**config.mk**
```make
export PLATFORM = sky130hd
export DESIGN_NAME = multdiv_sequencer
export DESIGN_NICKNAME = d
export VERILOG_FILES = /design/src/rtl/multdiv_sequencer.sv
export SDC_FILE = /design/constraint.sdc
export NUM_CORES = 1
export LEC_CHECK = 0
export CAP_MARGIN = 20
export CORE_MARGIN = 1.5
export CORE_UTILIZATION = 32
export DETAILED_ROUTE_END_ITERATION = 16
export PLACE_DENSITY = 0.54
export SETUP_SLACK_MARGIN = 0.3
export SLEW_MARGIN = 25
export SYNTH_ARGS = -nofsm -noshare
export SYNTH_HDL_FRONTEND = slang
export SYNTH_SLANG_ARGS = --single-unit
export TNS_END_PERCENT = 1
```
**constraint.sdc**
```tcl
create_clock -name clock -period 4.36 [get_ports clock]
set_input_delay 1.308 -clock clock [delete_from_list [all_inputs] [get_ports clock]]
set_output_delay 1.308 -clock clock [all_outputs]
set_load 0.01 [all_outputs]
```
**src/rtl/multdiv_sequencer.sv**
```systemverilog
// rtl/multdiv_sequencer.sv - multi-cycle signed Booth multiply / non-restoring divide on one shared adder
module multdiv_sequencer #(
    parameter int WIDTH = 32
) (
    input  logic             clock,
    input  logic             reset_n,
    input  logic             ctrl_MULT,
    input  logic             ctrl_DIV,
    input  logic [WIDTH-1:0] data_operandA,
    input  logic [WIDTH-1:0] data_operandB,
    output logic [WIDTH-1:0] data_result,
    output logic             data_exception,
    output logic             data_resultRDY,
    output logic             busy
);
    typedef enum logic [1:0] {IDLE, RUN, FIX, DONE} state_t;

    localparam logic [5:0]       LAST    = 6'(WIDTH - 1);
    localparam logic [WIDTH-1:0] MIN_NEG = {1'b1, {(WIDTH-1){1'b0}}};

    state_t           state_q, state_d;
    logic [5:0]       cnt_q, cnt_d;
    logic             prep_q, prep_d;
    logic             div_q, div_d;
    logic [WIDTH-1:0] a_q, a_d;
    logic [WIDTH-1:0] b_q, b_d;
    // u: Booth upper word / divide partial remainder; m: multiplier / dividend-quotient;
    // bb: Booth history bit / remainder bit 32
    logic [WIDTH-1:0] u_q, u_d;
    logic [WIDTH-1:0] m_q, m_d;
    logic             bb_q, bb_d;
    logic [WIDTH-1:0] res_q, res_d;
    logic             exc_q, exc_d;

    logic [WIDTH-1:0] add_x, add_y;
    logic             add_cin;
    logic [WIDTH:0]   add_full;
    logic [WIDTH-1:0] add_sum;
    logic             add_cout, add_ovf;

    logic start, booth_sub, booth_add, div_sub, quot_neg, rem_msb;

    assign add_full = {1'b0, add_x} + {1'b0, add_y} + {{WIDTH{1'b0}}, add_cin};
    assign add_sum  = add_full[WIDTH-1:0];
    assign add_cout = add_full[WIDTH];
    assign add_ovf  = (add_x[WIDTH-1] == add_y[WIDTH-1]) && (add_sum[WIDTH-1] != add_x[WIDTH-1]);

    assign start     = ctrl_MULT | ctrl_DIV;
    assign booth_sub = m_q[0] & ~bb_q;
    assign booth_add = ~m_q[0] & bb_q;
    // Subtract |B| while the remainder is non-negative; a negative B flips add/sub.
    assign div_sub   = ~bb_q ^ b_q[WIDTH-1];
    assign quot_neg  = a_q[WIDTH-1] ^ b_q[WIDTH-1];
    assign rem_msb   = u_q[WIDTH-1] ^ add_y[WIDTH-1] ^ add_cout;

    always_comb begin
        add_x   = '0;
        add_y   = '0;
        add_cin = 1'b0;
        case (state_q)
            RUN: begin
                if (prep_q) begin
                    add_x   = a_q[WIDTH-1] ? ~a_q : a_q;
                    add_cin = a_q[WIDTH-1];
                end else if (div_q) begin
                    add_x   = {u_q[WIDTH-2:0], m_q[WIDTH-1]};
                    add_y   = div_sub ? ~b_q : b_q;
                    add_cin = div_sub;
                end else begin
                    add_x   = u_q;
                    add_y   = booth_sub ? ~a_q : (booth_add ? a_q : '0);
                    add_cin = booth_sub;
                end
            end
            FIX: begin
                add_x   = ~m_q;
                add_cin = 1'b1;
            end
            default: ;
        endcase
    end

    always_comb begin
        state_d = state_q;
        cnt_d   = cnt_q;
        prep_d  = prep_q;
        div_d   = div_q;
        a_d     = a_q;
        b_d     = b_q;
        u_d     = u_q;
        m_d     = m_q;
        bb_d    = bb_q;
        res_d   = res_q;
        exc_d   = exc_q;
        case (state_q)
            RUN: begin
                if (prep_q) begin
                    prep_d = 1'b0;
                    if (div_q) m_d = add_sum;
                end else begin
                    if (div_q) begin
                        u_d  = add_sum;
                        bb_d = rem_msb;
                        m_d  = {m_q[WIDTH-2:0], ~rem_msb};
                    end else begin
                        // True sign of the step sum survives A = most-negative.
                        u_d  = {add_sum[WIDTH-1] ^ add_ovf, add_sum[WIDTH-1:1]};
                        m_d  = {add_sum[0], m_q[WIDTH-1:1]};
                        bb_d = m_q[0];
                    end
                    cnt_d = cnt_q + 6'd1;
                    if (cnt_q == LAST) state_d = FIX;
                end
            end
            FIX: begin
                state_d = DONE;
                if (div_q) begin
                    if (b_q == '0) begin
                        res_d = '0;
                        exc_d = 1'b1;
                    end else begin
                        res_d = quot_neg ? add_sum : m_q;
                        exc_d = (a_q == MIN_NEG) && (b_q == {WIDTH{1'b1}});
                    end
                end else begin
                    res_d = m_q;
                    exc_d = (u_q != {WIDTH{m_q[WIDTH-1]}});
                end
            end
            DONE:    state_d = IDLE;
            default: ;
        endcase
        if (start) begin
            state_d = RUN;
            cnt_d   = '0;
            prep_d  = 1'b1;
            div_d   = ~ctrl_MULT;
            a_d     = data_operandA;
            b_d     = data_operandB;
            u_d     = '0;
            bb_d    = 1'b0;
            m_d     = ctrl_MULT ? data_operandB : data_operandA;
            res_d   = res_q;
            exc_d   = exc_q;
        end
    end

    always_ff @(posedge clock or negedge reset_n) begin
        if (!reset_n) begin
            state_q <= IDLE;
            cnt_q   <= '0;
            prep_q  <= 1'b0;
            div_q   <= 1'b0;
            a_q     <= '0;
            b_q     <= '0;
            u_q     <= '0;
            m_q     <= '0;
            bb_q    <= 1'b0;
            res_q   <= '0;
            exc_q   <= 1'b0;
        end else begin
            state_q <= state_d;
            cnt_q   <= cnt_d;
            prep_q  <= prep_d;
            div_q   <= div_d;
            a_q     <= a_d;
            b_q     <= b_d;
            u_q     <= u_d;
            m_q     <= m_d;
            bb_q    <= bb_d;
            res_q   <= res_d;
            exc_q   <= exc_d;
        end
    end

    assign data_result    = res_q;
    assign data_exception = exc_q;
    assign data_resultRDY = (state_q == DONE);
    assign busy           = (state_q != IDLE);
endmodule
```
-- Word level (Yosys, flattened, before mapping)
Index checks and enable logic that the tools add are counted.
- register bits after elaboration: 172
- latch bits: 0
- RAM bits: 0
- ROM bits: 0
- input bits: 68
- output and inout bits: 35
- logic and storage cells: 94
- memories kept: 0
- add/sub/neg operators: 3
- multipliers: 0
- div/mod/pow operators: 0
- magnitude comparators: 0
- equal/unequal tests: 13
- shift-type cells: 0
- multiplexer cells: 41
- bitwise operators: 16
- reduce and logical (&&, ||, !) cells: 10
- operators by type and width (cell ; number):
    two-way mux 32 bit ; 22
    inverter 32 bit ; 3
    equality test 32 bit, second input constant ; 2
    case mux 32 bit (2 select lines) ; 1
    adder 32 x 32 -> 33 bit ; 1
    adder 33 x 1 -> 33 bit ; 1
    zero test 32 bit ; 1
    inequality test 32 bit ; 1
    two-way mux 6 bit ; 3
    two-way mux 1 bit ; 10
    adder 6 x 1 -> 6 bit, second input constant ; 1
    equality test 6 x 5 -> 1 bit, second input constant ; 1
    two-way mux 2 bit ; 3
    inequality test 3 bit, second input constant ; 2
    case mux 2 bit (3 select lines) ; 1
    AND reduction 2 bit ; 3
    inverter 1 bit ; 5
    XOR 1 bit ; 5
    equality test 2 bit, second input constant ; 2
    nonzero test 2 bit ; 2
    nonzero test 4 bit ; 1
    inequality test 3 x 1 -> 1 bit, second input constant ; 1
    AND reduction 3 bit ; 1
    bitwise AND 1 bit ; 2
    other kinds (7) ; 8

-- Longest topological paths before layout
- depth after elaboration: 16
- gate-level depth with buffers: 23
- mapped depth without buffers: 21

-- Worst setup path after synthesis
OpenSTA, ideal clock, no wires.
- path kind: register to register
- from: reg div_q
- to: reg m_q[31]
- library setup time: 0.126 ns
- arrival: 4.445 ns
- data required time: 4.234 ns
- setup slack: -0.211 ns
- cell stages (with the launch flop): 23
- path buffers: 3
- clock period less this slack: 4.571 ns
- cells stage by stage: dfrtp_1 -> clkbuf_1 -> clkbuf_1 -> buf_1 -> mux2i_1 -> o21ai_0 -> a2bb2oi_1 -> nor2b_1 -> ha_1 -> nand2_1 -> o31ai_1 -> nand2_1 -> a31oi_1 -> o2111ai_1 -> a211oi_1 -> a21o_1 -> a21oi_1 -> fa_1 -> nor3_1 -> a21oi_1 -> nor2_1 -> a211oi_1 -> a21oi_1
- longest elaborated chain between the ends: 9
- elaborated cells between the ends (all ways): 18
- those cells by class: add/sub (2); eq/ne (1); mux (14); reduce/logical (1)
- RTL lines (element ; line ; source):
    start, declared ; 24 ; logic div_q, div_d;
    start signal, assigned ; 165 ; div_q <= div_d;
    two-way mux 32 bit ; 65 ; end else if (div_q) begin
    two-way mux 32 bit ; 62 ; if (prep_q) begin
    case mux 32 bit (2 select lines) / two-way mux 32 bit (equally long branches) ; 60 ; case (state_q)
    adder 32 x 32 -> 33 bit ; 43 ; assign add_full = {1'b0, add_x} + {1'b0, add_y} + {{WIDTH{1'b0}}, add_cin};
    adder 33 x 1 -> 33 bit ; 43 ;
    two-way mux 32 bit (on tied branches) ; 101, 99 ;
    two-way mux 32 bit ; 97 ; if (prep_q) begin
    two-way mux 32 bit ; 95 ; case (state_q)
    two-way mux 32 bit ; 133 ; if (start) begin
    end signal, assigned ; 169 ; m_q <= m_d;
    end, declared ; 30 ; logic [WIDTH-1:0] m_q, m_d;
Parallel ways exist; a longest one is shown, timed or not. The select of a mux whose other input is x is not followed.
A chain may end at the register's enable or synchronous reset.

-- Worst setup path after layout
- from: reg bb_q
- to: reg m_q[31]
- longest elaborated chain between the ends: 12
- elaborated cells between the ends (all ways): 20
- those cells by class: add/sub (2); mux (14); bitwise (4)
- RTL lines (element ; line ; source):
    start, declared ; 31 ; logic bb_q, bb_d;
    start signal, assigned ; 158 ; bb_q <= 1'b0;
    start signal, assigned ; 170 ; bb_q <= bb_d;
    bitwise AND 1 bit / inverter 1 bit (equally long branches) ; 50, 49, 52 ;
    two-way mux 32 bit, or another cell as far along ; 71 ; add_y = booth_sub ? ~a_q : (booth_add ? a_q : '0);
    two-way mux 32 bit (on tied branches) ; 71, 67 ;
    two-way mux 32 bit ; 65 ;
    two-way mux 32 bit ; 62 ;
    two-way mux 32 bit ; 60 ;
    adder 32 x 32 -> 33 bit ; 43 ;
    adder 33 x 1 -> 33 bit (*) ; 43 ;
    two-way mux 32 bit (on tied branches) ; 101, 99 ;
    two-way mux 32 bit (*) ; 97 ;
    two-way mux 32 bit (*) ; 95 ;
    two-way mux 32 bit (*) ; 133 ;
Mark *: on every way between the ends. The rest lies on a longest branch, timed or not. The select of a mux whose other input is x is not followed.

==> qor.log <==
qor: cells_and_area.layout.cells.most_common_list sky130_fd_sc_hd__nand2_1, sky130_fd_sc_hd__nor2_1, sky130_fd_sc_hd__dfrtp_1
qor: setup_path.cp-start-kind register
qor: route.dr.pass1.iters 5
qor: setup_path.worst-path-stages 20
qor: floorplanning.initial_core_util 0.324
qor: run_status.status finished, final reports clean
qor: power.p_comb_frac 0.536
qor: grt.grt_pass1_wl 76.7 mm
qor: logic_synthesis.synth_largest_area_cell sky130_fd_sc_hd__dfrtp_1
qor: timing.grt_setup_unrepaired true
qor: logic_synthesis.avgSynthCellArea 7.98 sq um
qor: floorplanning.ios 103
qor: timing.slew_headroom 0.368
qor: logic_synthesis.synth_top_flop_cell sky130_fd_sc_hd__dfrtp_1
qor: setup_path.critical_path.max_stage_delay 0.51 ns
qor: floorplanning.std_cell_rows 73
qor: power.netSwitchingPower 3550 uW
qor: setup_path.worstPathRequired 4.68 ns
qor: timing.setup_slack 0.165 ns
qor: timing.slew_violations 0
qor: logic_synthesis.asyncSetResetFlopFracSynth 1.00
qor: setup_path.critPathTopFamily compound AO/OA/AOI/OAI gates
qor: route.route.final.wire_length 48.8 mm
qor: timing.clock_skew 0.0142 ns
qor: cts.tritoncts built
qor: setup_path.worst_r2r_start bb_q
qor: cts.cts-root-to-sink-buffers 2
qor: floorplanning.core 39,700 sq um
qor: timing.final_hold_viol_count 0
qor: cells_and_area.fin_nets 1,847
qor: cts.tritoncts_num_sinks 172
qor: power.power_per_cell_area 519 nW/um^2
qor: cells_and_area.n_diodes 0
qor: grt.grt_antenna_before_repair 0
qor: route.avgViaCountPerCell 5.57
qor: timing.setup_viol 0
qor: cells_and_area.drive_gt1_frac 0.148
qor: cells_and_area.final_cells 2,274
qor: setup_path.endpoint_kind register
qor: power.switching_share 0.422
qor: setup_path.critical_path.cell_chain xor2_4 -> buf_12 -> buf_12 -> xor2_2 -> a211oi_2 -> ha_1 -> nand4_1 -> o22ai_2 -> nor2_4 -> a31oi_4 -> o2111ai_4 -> a211oi_2 -> a21o_1 -> a21oi_2 -> fa_1 -> nor3_1 -> a21oi_1 -> nor2_1 -> a211oi_1 -> a21oi_1
qor: grt.grt_pass1_vias 12,700
qor: setup_path.crit_path_top_delay_cell sky130_fd_sc_hd__fa_1
qor: timing.post_layout_min_period 4.20 ns
qor: placement.number_of_cells_in_the_design_after_placement 2,214
qor: setup_path.reg2reg_setup_slack 0.16 ns
qor: grt.grt_util_all_layers 0.240
qor: setup_path.critPathMaxFanout 5
qor: hold_path.type_of_the_tightest_min_delay_check reg2reg
qor: power.p_seq_frac 0.272
qor: job.maxCapViolCount 0
qor: route.route.detailed.wl_per_inst 21.5 um
qor: setup_path.r2r_cells 20
qor: grt.grt_start_max_net_pins 102
qor: route.antenna_left 0
qor: logic_synthesis.yosysSeqAreaShare 0.335
qor: cts.clock_pin_slew_worst_setup_and_hold_paths 0.07 ns
qor: logic_synthesis.yosysTopAreaCellShare 0.335
qor: logic_synthesis.synth.area.top_cells sky130_fd_sc_hd__dfrtp_1, sky130_fd_sc_hd__nand2_1, sky130_fd_sc_hd__nor2_1
qor: cts.postCtsHoldBufs 0
qor: logic_synthesis.number_of_flops_mapped_to_enable_cells_by_yosys 0
qor: power.internal_power 4870 uW
qor: logic_synthesis.syn-num-nets 1,720
qor: cts.cts.htree.levels 4
qor: hold_path.worst_hold_startpoint data_exception
qor: logic_synthesis.number_of_synthesized_register_bits 172
qor: timing.max_freq 0.238 GHz
qor: route.num_vias 12,700
qor: placement.placement.setup.worst_slack -0.0364 ns
qor: timing.finalHoldWorstSlack 0.493 ns
qor: power.vdd_drop_max 0.303 mV
qor: setup_path.timing.critical_path.from bb_q
qor: setup_path.critical_path_class reg2reg
qor: floorplanning.die_area 41,400 sq um
qor: floorplanning.die_width 203 um
qor: timing.worst_slew_pin_slew 0.948 ns
qor: hold_path.min_path_cells 2
qor: logic_synthesis.post_synthesis_cells 1,612
qor: cells_and_area.layout.cells.most_common sky130_fd_sc_hd__nand2_1
qor: logic_synthesis.yosys_warnings 0
qor: route.detail_route.drc_violations 0
qor: placement.globalplace.congestion 0.915
qor: placement.dp_hpwl 34.1 mm
qor: cells_and_area.areaGrowthSynthToFinish 26.0%
qor: cts.insertion_delay 0.45 ns
qor: placement.portBuffers 102
qor: setup_path.timing.critical_path.buf_inv 2
qor: cts.cts_root_buf sky130_fd_sc_hd__clkbuf_16
qor: logic_synthesis.post_synth_instance_area 12,900 sq um
qor: power.power_leakage 0.00697 uW
qor: route.drt-initial-drc-count 1,009
qor: floorplanning.y_dimension_of_the_die 203 um
qor: cts.numCtsBuffers 17
qor: grt.grt_ovf 0
qor: logic_synthesis.synth.distinct_cells 69
qor: timing.timing.final.crit_share 0.962
qor: setup_path.endpoint_arrival_time_on_the_critical_path 4.52 ns
qor: power.power.share.clock 0.191
==> timing repair <==
| action | in CTS | in global routing |
|---|---|---|
| resized for setup | 38 | 17 |
| buffers inserted | 19 | 8 |
| gates cloned | 4 | 0 |
| endpoints found under the setup margin | 27 | 56 |
| pin swaps | 30 | 23 |
==> cell usage after synthesis, types with 16 or more instances <==
| cell type | n |
|---|---|
| sky130_fd_sc_hd__nand2_1 | 295 |
| sky130_fd_sc_hd__nor2_1 | 208 |
| sky130_fd_sc_hd__dfrtp_1 | 172 |
| sky130_fd_sc_hd__a21oi_1 | 97 |
| sky130_fd_sc_hd__clkbuf_1 | 96 |
| sky130_fd_sc_hd__o21ai_0 | 87 |
| sky130_fd_sc_hd__a211oi_1 | 75 |
| sky130_fd_sc_hd__xor2_1 | 74 |
| sky130_fd_sc_hd__a221oi_1 | 56 |
| sky130_fd_sc_hd__mux2i_1 | 53 |
| sky130_fd_sc_hd__ha_1 | 37 |
| sky130_fd_sc_hd__nor2b_1 | 35 |
| sky130_fd_sc_hd__a2bb2oi_1 | 30 |
| sky130_fd_sc_hd__mux2_2 | 28 |
| sky130_fd_sc_hd__a22oi_1 | 23 |
| sky130_fd_sc_hd__nor3_1 | 20 |
| sky130_fd_sc_hd__xnor2_1 | 20 |
| sky130_fd_sc_hd__inv_1 | 19 |
| sky130_fd_sc_hd__buf_1 | 17 |
| sky130_fd_sc_hd__nor4_1 | 17 |
| sky130_fd_sc_hd__nand4_1 | 16 |
==> power by group through the flow <==
stage	clock network, uW	logic (uW)	registers [uW]
after floorplan	0	2510	2250
after global placement	0	4210	2310
after detailed placement	0	4230	2320
after CTS	1650	4420	2290
after global routing	1710	4920	2340
final	1610	4510	2290
==> worst paths after layout <==
kind / to
max in group asynchronous: div_q
min: data_exception
max: m_q[31]
max reg2reg: m_q[31]
min reg2reg: data_exception
min in group asynchronous: m_q[20]
==> worst reg2reg max path: cells and delay by family, from the launching register on <==
kind,cells,cell delay [ns]
AOI/OAI and AO/OA,10,1.66
adders and majority gates,2,0.88
DFF,1,0.46
xor gates and xnor gates,2,0.43
and+or+nand+nor,4,0.36
buffers and inverters,2,0.27
==> layer usage <==
layer / vias up / global-route usage / routed length (um)
li1: 5984 / - / -
met1: 6229 / 0.333 / 23000
met2: 380 / 0.383 / 22300
met3: 68 / 0.0376 / 2310
met4: 0 / 0.0733 / 1150
met5: - / 0 / 0
==> metrics by stage <==
stage               utilization  instance area, sq um  power (uW)  setup TNS [ns]
floorplan                     -                 12900        4750               0
global placement          0.378                 15000        6520               0
detailed placement        0.378                 15000        6550         -0.0364
CTS                       0.404                 16000        8360               0
global route              0.408                 16200        8970         -0.0437
finish                    0.408                 16200        8420               0
==> flip-flops by register name, indices dropped and copies added (netlist names) <==
signal          flops
a_q                32
b_q                32
bb_q                1
cnt_q               6
data_exception      1
data_result        32
div_q               1
m_q                32
prep_q              1
state_q             2
u_q                32
==> area by class of cell <==
type / instances / area [sq um]
inverter: 20 / 77.6
clock inverter: 7 / 115
tap: 525 / 657
clock buffer: 22 / 474
sequential: 172 / 4310
fill: 4080 / 23500
timing repair buffer: 232 / 2320
multi-input combinational: 1296 / 8250
==> logic make-up after synthesis <==
group | synth area share
AOI/OAI and AO/OA | 0.231
xor gates and xnor gates | 0.0653
adders and majority gates | 0.0407
buffers and inverters | 0.0453
DFF | 0.335
muxes | 0.0658
and+or+nand+nor | 0.217
(Power assumes the default switching activity.)
